--- src/rtl/botsw_ocp_pkg.sv ---
// Shared types for the low-side switch over-current controller: FSM states,
// debug state codes and a timer width helper.
package botsw_ocp_pkg;

  typedef enum logic [2:0] {
    S_IDLE  = 3'd0,
    S_BLANK = 3'd1,
    S_ON    = 3'd2,
    S_COOL  = 3'd3,
    S_LATCH = 3'd4
  } state_e;

  localparam logic [2:0] ST_IDLE  = 3'd0;
  localparam logic [2:0] ST_BLANK = 3'd1;
  localparam logic [2:0] ST_ON    = 3'd2;
  localparam logic [2:0] ST_COOL  = 3'd3;
  localparam logic [2:0] ST_LATCH = 3'd4;

  // Width of the shared blank/cool timer, never narrower than one bit.
  function automatic int tmr_w(input int a, input int b);
    int m;
    m = (a > b) ? a : b;
    return (m < 2) ? 1 : $clog2(m);
  endfunction

endpackage

--- src/rtl/botsw_ocp_sync.sv ---
// Two-flop synchronizer for the asynchronous replica-current comparator.
module botsw_ocp_sync (
  input  logic clk,
  input  logic rst_n,
  input  logic d_i,
  output logic q_o
);

  logic meta_q, sync_q;

  always_ff @(posedge clk or negedge rst_n) begin
    if (!rst_n) begin
      meta_q <= 1'b0;
      sync_q <= 1'b0;
    end else begin
      meta_q <= d_i;
      sync_q <= meta_q;
    end
  end

  assign q_o = sync_q;

endmodule

--- src/rtl/botsw_ocp_ctrl.sv ---
// BOT switch gate-enable controller: leading-edge blanking, OC glitch filter,
// hiccup cool-down, bounded retry and latch-off.
module botsw_ocp_ctrl
  import botsw_ocp_pkg::*;
#(
  parameter int BLANK_CYC = 8,
  parameter int FILT_CYC  = 3,
  parameter int COOL_CYC  = 256,
  parameter int MAX_RETRY = 4,
  parameter int RW        = 3
) (
  input  logic          clk,
  input  logic          rst_n,
  input  logic          en_i,
  input  logic          pwm_i,
  input  logic          oc_cmp_i,
  output logic          gate_en_o,
  output logic          oc_event_o,
  output logic          fault_latched_o,
  output logic [RW-1:0] retry_cnt_o,
  output logic [2:0]    state_o
);

  localparam int TW = tmr_w(BLANK_CYC, COOL_CYC);
  localparam int FW = (FILT_CYC < 2) ? 1 : $clog2(FILT_CYC + 1);

  localparam logic [TW-1:0] T_BLANK_END = TW'(BLANK_CYC - 1);
  localparam logic [TW-1:0] T_COOL_END  = TW'(COOL_CYC - 1);
  localparam logic [TW-1:0] T_MAX       = '1;
  localparam logic [FW-1:0] F_END       = FW'(FILT_CYC - 1);
  localparam logic [RW-1:0] R_MAX       = RW'(MAX_RETRY);

  state_e          state_q, state_d;
  logic [TW-1:0]   timer_q, timer_d;
  logic [FW-1:0]   filt_q, filt_d;
  logic [RW-1:0]   retry_q, retry_d;
  logic            gate_q, gate_d;
  logic            evt_q, evt_d;
  logic            pwm_q;
  logic            oc_s, pwm_rise, oc_decl;

  botsw_ocp_sync u_sync (
    .clk   (clk),
    .rst_n (rst_n),
    .d_i   (oc_cmp_i),
    .q_o   (oc_s)
  );

  assign pwm_rise = pwm_i & ~pwm_q;
  // Declared on the FILT_CYC-th consecutive sample, not one edge after it.
  assign oc_decl  = (state_q == S_ON) && oc_s && (filt_q == F_END);

  always_comb begin
    state_d = state_q;
    retry_d = retry_q;
    evt_d   = 1'b0;
    case (state_q)
      S_IDLE:  if (pwm_rise) state_d = S_BLANK;
      S_BLANK: begin
        if (!pwm_i)                      state_d = S_IDLE;
        else if (timer_q == T_BLANK_END) state_d = S_ON;
      end
      S_ON: begin
        if (oc_decl) begin
          state_d = S_COOL;
          evt_d   = 1'b1;
          retry_d = (retry_q == R_MAX) ? retry_q : retry_q + RW'(1);
        end else if (!pwm_i) begin
          state_d = S_IDLE;
          retry_d = '0;
        end
      end
      S_COOL:  if (timer_q == T_COOL_END) state_d = (retry_q == R_MAX) ? S_LATCH : S_IDLE;
      S_LATCH: state_d = S_LATCH;
      default: state_d = S_IDLE;
    endcase
    if (!en_i) begin
      state_d = S_IDLE;
      retry_d = '0;
      evt_d   = 1'b0;
    end

    if (!en_i || (state_d != state_q)) timer_d = '0;
    else if (timer_q != T_MAX)         timer_d = timer_q + TW'(1);
    else                               timer_d = timer_q;

    if (en_i && (state_q == S_ON) && (state_d == S_ON) && oc_s)
      filt_d = (filt_q == F_END) ? filt_q : filt_q + FW'(1);
    else
      filt_d = '0;

    // Gate follows the registered state, with EN=0 cutting it on the next edge.
    gate_d = en_i && ((state_q == S_BLANK) || (state_q == S_ON));
  end

  always_ff @(posedge clk or negedge rst_n) begin
    if (!rst_n) begin
      state_q <= S_IDLE;
      timer_q <= '0;
      filt_q  <= '0;
      retry_q <= '0;
      gate_q  <= 1'b0;
      evt_q   <= 1'b0;
      pwm_q   <= 1'b0;
    end else begin
      state_q <= state_d;
      timer_q <= timer_d;
      filt_q  <= filt_d;
      retry_q <= retry_d;
      gate_q  <= gate_d;
      evt_q   <= evt_d;
      pwm_q   <= pwm_i;
    end
  end

  assign gate_en_o       = gate_q;
  assign oc_event_o      = evt_q;
  assign fault_latched_o = (state_q == S_LATCH);
  assign retry_cnt_o     = retry_q;
  assign state_o         = state_q;

endmodule
--- config.mk ---
export PLATFORM = sky130hd
export DESIGN_NAME = botsw_ocp_ctrl
export DESIGN_NICKNAME = d
export VERILOG_FILES = /design/src/rtl/botsw_ocp_pkg.sv /design/src/rtl/botsw_ocp_sync.sv /design/src/rtl/botsw_ocp_ctrl.sv
export SDC_FILE = /design/constraint.sdc
export NUM_CORES = 1
export LEC_CHECK = 0
export ABC_AREA = 0
export CORE_MARGIN = 3
export CORE_UTILIZATION = 35
export DETAILED_ROUTE_END_ITERATION = 16
export GPL_ROUTABILITY_DRIVEN = 0
export PLACE_DENSITY = 0.52
export SYNTH_ARGS = -nofsm -noshare
export SYNTH_HDL_FRONTEND = slang
export SYNTH_HIERARCHICAL = 1
export SYNTH_SLANG_ARGS = --single-unit
--- constraint.sdc ---
create_clock -name clk -period 2.2 [get_ports clk]
set_clock_uncertainty 0.2 [all_clocks]
set_input_delay 0.44 -clock clk [delete_from_list [all_inputs] [get_ports clk]]
set_output_delay 0.44 -clock clk [all_outputs]
set_load 0.005 [all_outputs]
# Word-level counts from Yosys, hierarchy flattened

Index checks and enable logic that the tools add are counted.

Register bits: 21
Output and inout bits: 9
Logic and storage cells: 62
Bits of input ports: 5

Add/sub/neg operators: 3
Eq/ne operators: 15
Bitwise gates (word level): 2
Reductions and logical operators: 12
Muxes and demuxes: 21

Operator list:

| operator                                              | number |
|---|---|
| 2-to-1 mux 3 bit                                      | 13 |
| 2-to-1 mux 8 bit                                      | 2 |
| case mux 3 bit (5 select lines)                       | 1 |
| equality test 3 x 2 -> 1 bit, second input constant   | 3 |
| adder 8 x 1 -> 8 bit, second input constant           | 1 |
| equality test 8 x 3 -> 1 bit, second input constant   | 1 |
| equality test 8 bit, second input constant            | 1 |
| inequality test 8 bit, second input constant          | 1 |
| equality test 3 bit, second input constant            | 2 |
| logical AND 1 bit                                     | 6 |
| 2-to-1 mux 2 bit                                      | 2 |
| adder 3 x 1 -> 3 bit, second input constant           | 1 |
| equality test 3 x 1 -> 1 bit, second input constant   | 1 |
| logical NOT 3 bit                                     | 1 |
| 2-to-1 mux 1 bit                                      | 3 |
| inequality test 3 x 2 -> 1 bit, second input constant | 1 |
| inequality test 3 bit                                 | 1 |
| inequality test 3 bit, second input constant          | 1 |
| AND reduction 3 bit                                   | 1 |
| adder 2 x 1 -> 2 bit, second input constant           | 1 |
| equality test 2 bit, second input constant            | 1 |
| logical OR 1 bit                                      | 2 |
| inequality test 2 x 1 -> 1 bit, second input constant | 1 |
| inequality test 2 bit, second input constant          | 1 |
| 4 further kinds                                       | 4 |

# Logic depth before layout (Yosys ltp)

Depth in word-level cells: 10
Gate-level depth with buffers: 6
Depth with buffers taken out: 6

# Modules after synthesis

The synthesis kept the hierarchy.

By module, submodules not included:

| module         | sequential area each (µm²) | area each (µm²) | instances | cells each |
|---|---|---|---|---|
| botsw_ocp_ctrl | 475.5                      | 1,198.6         | 1         | 115 |
| botsw_ocp_sync | 50.0                       | 50.0            | 1         | 2 |

# Worst setup path after synthesis

No wires, ideal clock.

Path kind: register to register
Start point: register timer_q[0]
End point: register timer_q[2]
Arrival time: 1,606 ps
Buffers on the path: 1
Library setup time: 101 ps
Cell stages (with the launch flop): 7
Setup slack: 293 ps
Clock period less this slack: 1,907 ps
Path through: dfrtp_1 ha_1 and4_1 buf_4 a311oi_2 a21oi_2 nor4_1

Word-level cells in the longest chain between the ends: 8
Elaborated cells between the ends (all ways): 14

RTL lines:

| what                                                          | RTL line              | text |
|---|---|---|
| start: declaration                                            | botsw_ocp_ctrl.sv:34  | `logic [TW-1:0] timer_q, timer_d;` |
| start signal: assignment                                      | botsw_ocp_ctrl.sv:107 | `timer_q <= timer_d;` |
| equality test 8 x 3 -> 1 bit                                  | botsw_ocp_ctrl.sv:61  | `else if (timer_q == T_BLANK_END) state_d = S_ON;` |
| 2-to-1 mux 3 bit                                              | botsw_ocp_ctrl.sv:61  |  |
| 2-to-1 mux 3 bit                                              | botsw_ocp_ctrl.sv:60  | `if (!pwm_i) state_d = S_IDLE;` |
| case mux 3 bit (5 select lines)                               | botsw_ocp_ctrl.sv:57  | `case (state_q)` |
| 2-to-1 mux 3 bit                                              | botsw_ocp_ctrl.sv:77  | `if (!en_i) begin` |
| inequality test 3 bit                                         | botsw_ocp_ctrl.sv:83  | `if (!en_i \|\| (state_d != state_q)) timer_d = '0;` |
| logical OR 1 bit                                              | botsw_ocp_ctrl.sv:83  |  |
| 2-to-1 mux 8 bit / nonzero test 2 bit (equally long branches) | -                     |  |

Several ways; a longest one is shown, not always the timed one. The select of a mux whose other input is x is not followed.
A chain may end at the register's enable or synchronous reset.

# Worst setup path in the final report

Start point: register timer_q[1]
End point: register timer_q[6]

The elaborated chain is that of the path after synthesis.

==> results.cfg <==
[run_status]
status = completed

[floorplan]
die_area_um2 = 4320
num_io_pins = 14
row_count = 21
fp.coreArea_um2 = 3390
die_w_um = 65.73
start_util_pct = 36.84
die_h_um = 65.73

[clock_tree]
root_buffer = clkbuf_4
clk_latency_ns = 0.32
clockBufferDepth = 2
path_clk_slew_ns = 0.13
htreeDepth = 1
cts_buffers = 3
cts.sinks = 21
cts_tree = built

[detailed_routing]
totalWireLength_um = 2730
firstDrtPassIters = 4
viasPerCell = 5.398
wl_per_cell_um = 14.29
drc = 0
vias = 1031
antenna_left = 0
drt_iter0_drc = 60

[synthesis]
synth_enable_flop_cells = 0
async_flop_share_pct = 100.0
synth_cells = 117
ys_seq_area_share_pct = 42.08
ys_seq_elements = 21
yosys-top-cells-area = dfrtp_1 42%, ha_1 4.0%, nand3_1 2.8%
synth_top_area_share_pct = 42.08
synth_area_per_cell_um2 = 10.67
ys_warn_count = 6
synth_ff_type = dfrtp_1
synthTopCellsByCount = 21 x dfrtp_1, 7 x nand3_1, 7 x nor2_1
synth_area_um2 = 1249
syn_nets = 126
ys_types = 43
yosysMostFrequentCell = dfrtp_1
yosysTopAreaCell = dfrtp_1

[worst_setup_path]
required_ns = 2.21
critical_path.cell_chain = ha_1, and4_1, a311oi_2, a21oi_2, buf_4, nor4_1
max_stage_delay_ns = 0.42
worstSetupEndpointType = flop
worstSetupPathType = flop to flop
crit_slowest_cell = dfrtp_1
arrival_ns = 2.07
cpLargestDelayFamily = simple AND/OR/NAND/NOR gates
start_kind = flop
crit_fanout = 8
crit_buf_inv = 1

[timing]
tightest_slew_ns = 0.3750
slew_headroom_pct = 74.81
final.setup.worst_slack_ns = 0.1415
setup_violations = 0
rsz0062_at_grt = false
fin_crit_sh_pct = 93.57
max_freq_mhz = 485.8
finalCriticalPeriod_ns = 2.058
hold_viol_final = 0
slew_viol_final = 0
tns_ns = 0

[cells_and_area]
n_antenna_cell = 0
area_delta_synth_final_pct = 24.25
fin_nets = 155
drive_gt1_share_pct = 26.21
fin_area_um2 = 1551

[power]
powerDensity_nw_per_um2 = 425.0
p_leak_nw = 0.6676
ir_drop_v = 0.0002243
fin_total_pwr_mw = 0.6594

[placed_design]
port_buffers = 13
dpl.hpwl_um = 2000
placed_area_um2 = 1480
dp_slack_ns = -0.1130

[grt]
grt_max_degree = 22
grt_pass1_vias = 994
antenna_found_initial = 0
grt_pass1_wl_um = 4754
overflow = 0
grt_use_total_pct = 14.49

[min_path]
min_path_type = flop to flop

[run]
cap_violations = 0
what timing repair did:
item | 4_1_cts | 5_1_grt
resized for setup | 4 | 3
hold buffers | 0 | 0
buffers inserted | 4 | 0
setup endpoints to repair | 1 | 6
pin swaps | 0 | 1
placed cells by master (no fill, tap or decap), types with 3 or more instances in the layout:
| cell type | synthesis | layout |
|---|---|---|
| dfrtp_1 | 21 | 18 |
| buf_4 | 1 | 16 |
| clkdlybuf4s50_1 | 0 | 12 |
| nand3_1 | 7 | 7 |
| nor2_1 | 7 | 7 |
| nor3_1 | 6 | 6 |
| a21oi_1 | 6 | 6 |
| inv_1 | 5 | 5 |
| and3_1 | 5 | 5 |
| nand2_1 | 4 | 4 |
| xnor2_1 | 3 | 3 |
| and2_1 | 3 | 3 |
| nor4_1 | 3 | 3 |
| ha_1 | 4 | 3 |
| clkbuf_4 | 0 | 3 |
| dfrtp_2 | 0 | 3 |
worst reg2reg max path, cell delays in order (launching register included):
cell and delay (ns):
dfrtp_1 0.42, ha_1 0.23, and4_1 0.27, a311oi_2 0.34, a21oi_2 0.05, buf_4 0.17
nor4_1 0.28
final timing paths:
path | from | end | slack, ns | depth (start not counted)
max | timer_q[1] | timer_q[6] | 0.14 | 6
min | u_sync/meta_q | u_sync/q_o | 0.17 | 0
max reg2reg | timer_q[1] | timer_q[6] | 0.14 | 6
min reg2reg | u_sync/meta_q | u_sync/q_o | 0.17 | 0
max in group asynchronous | rst_n | state_o[1] | 1.30 | 2
min in group asynchronous | rst_n | gate_en_o | 0.25 | 2
power breakdown:
group          internal, mW  leakage, nW  switching [mW]  total [mW]
clock network        0.0681       0.0177           0.128       0.196
logic                0.0321        0.371          0.0326      0.0646
registers             0.393        0.279         0.00562       0.399
total                 0.494        0.668           0.166       0.659
stage by stage:
step	utilization (%)	cells	hold WS, ns
finish	45.77	191	0.1732
global route	45.77	191	0.1859
CTS	45.63	191	0.1800
detailed placement	43.67	183	0.1475
global placement	43.67	183	0.1338
floorplan	-	117	-0.05559
state kept, by name, indices dropped and copies added (netlist names):
| signal | flops |
|---|---|
| timer_q | 8 |
| retry_cnt_o | 3 |
| state_o | 3 |
| filt_q | 2 |
| gate_en_o | 1 |
| oc_event_o | 1 |
| pwm_q | 1 |
| u_sync/meta_q | 1 |
| u_sync/q_o | 1 |
layout make-up:
class                   count  area [um2]
repair buffers             29       252.7
inverters                   5       18.77
clock buffers               3       22.52
multi-input cells          86       665.6
fillers                   335        1838
clock inverters             1       5.005
flip-flops and latches     21       529.3
well taps                  46       57.56
layer usage:
| metal | wire length, um | vias up | track usage [%] |
|---|---|---|---|
| met1 | 1333 | 503 | 20.64 |
| met5 | 0 | - | 0 |
| li1 | - | 502 | - |
| met2 | 1249 | 21 | 21.53 |
| met4 | 45 | 0 | 6.218 |
| met3 | 102 | 5 | 2.222 |
cell families (layout without fill, tap and decap cells):
logic type               Yosys count  after routing  share of synthesized area, %
adder cells (fa/ha/maj)            4              4                         4.008
buffers and inverters             10             38                         5.210
multiplexers                       1              1                        0.8016
flip-flops                        21             21                         42.08
AO/OA/AOI/OAI                     23             23                         16.83
XOR/XNOR                           3              3                         2.105
AND/OR/NAND/NOR                   55             55                         28.96
Power figures use the tool's default switching activity.
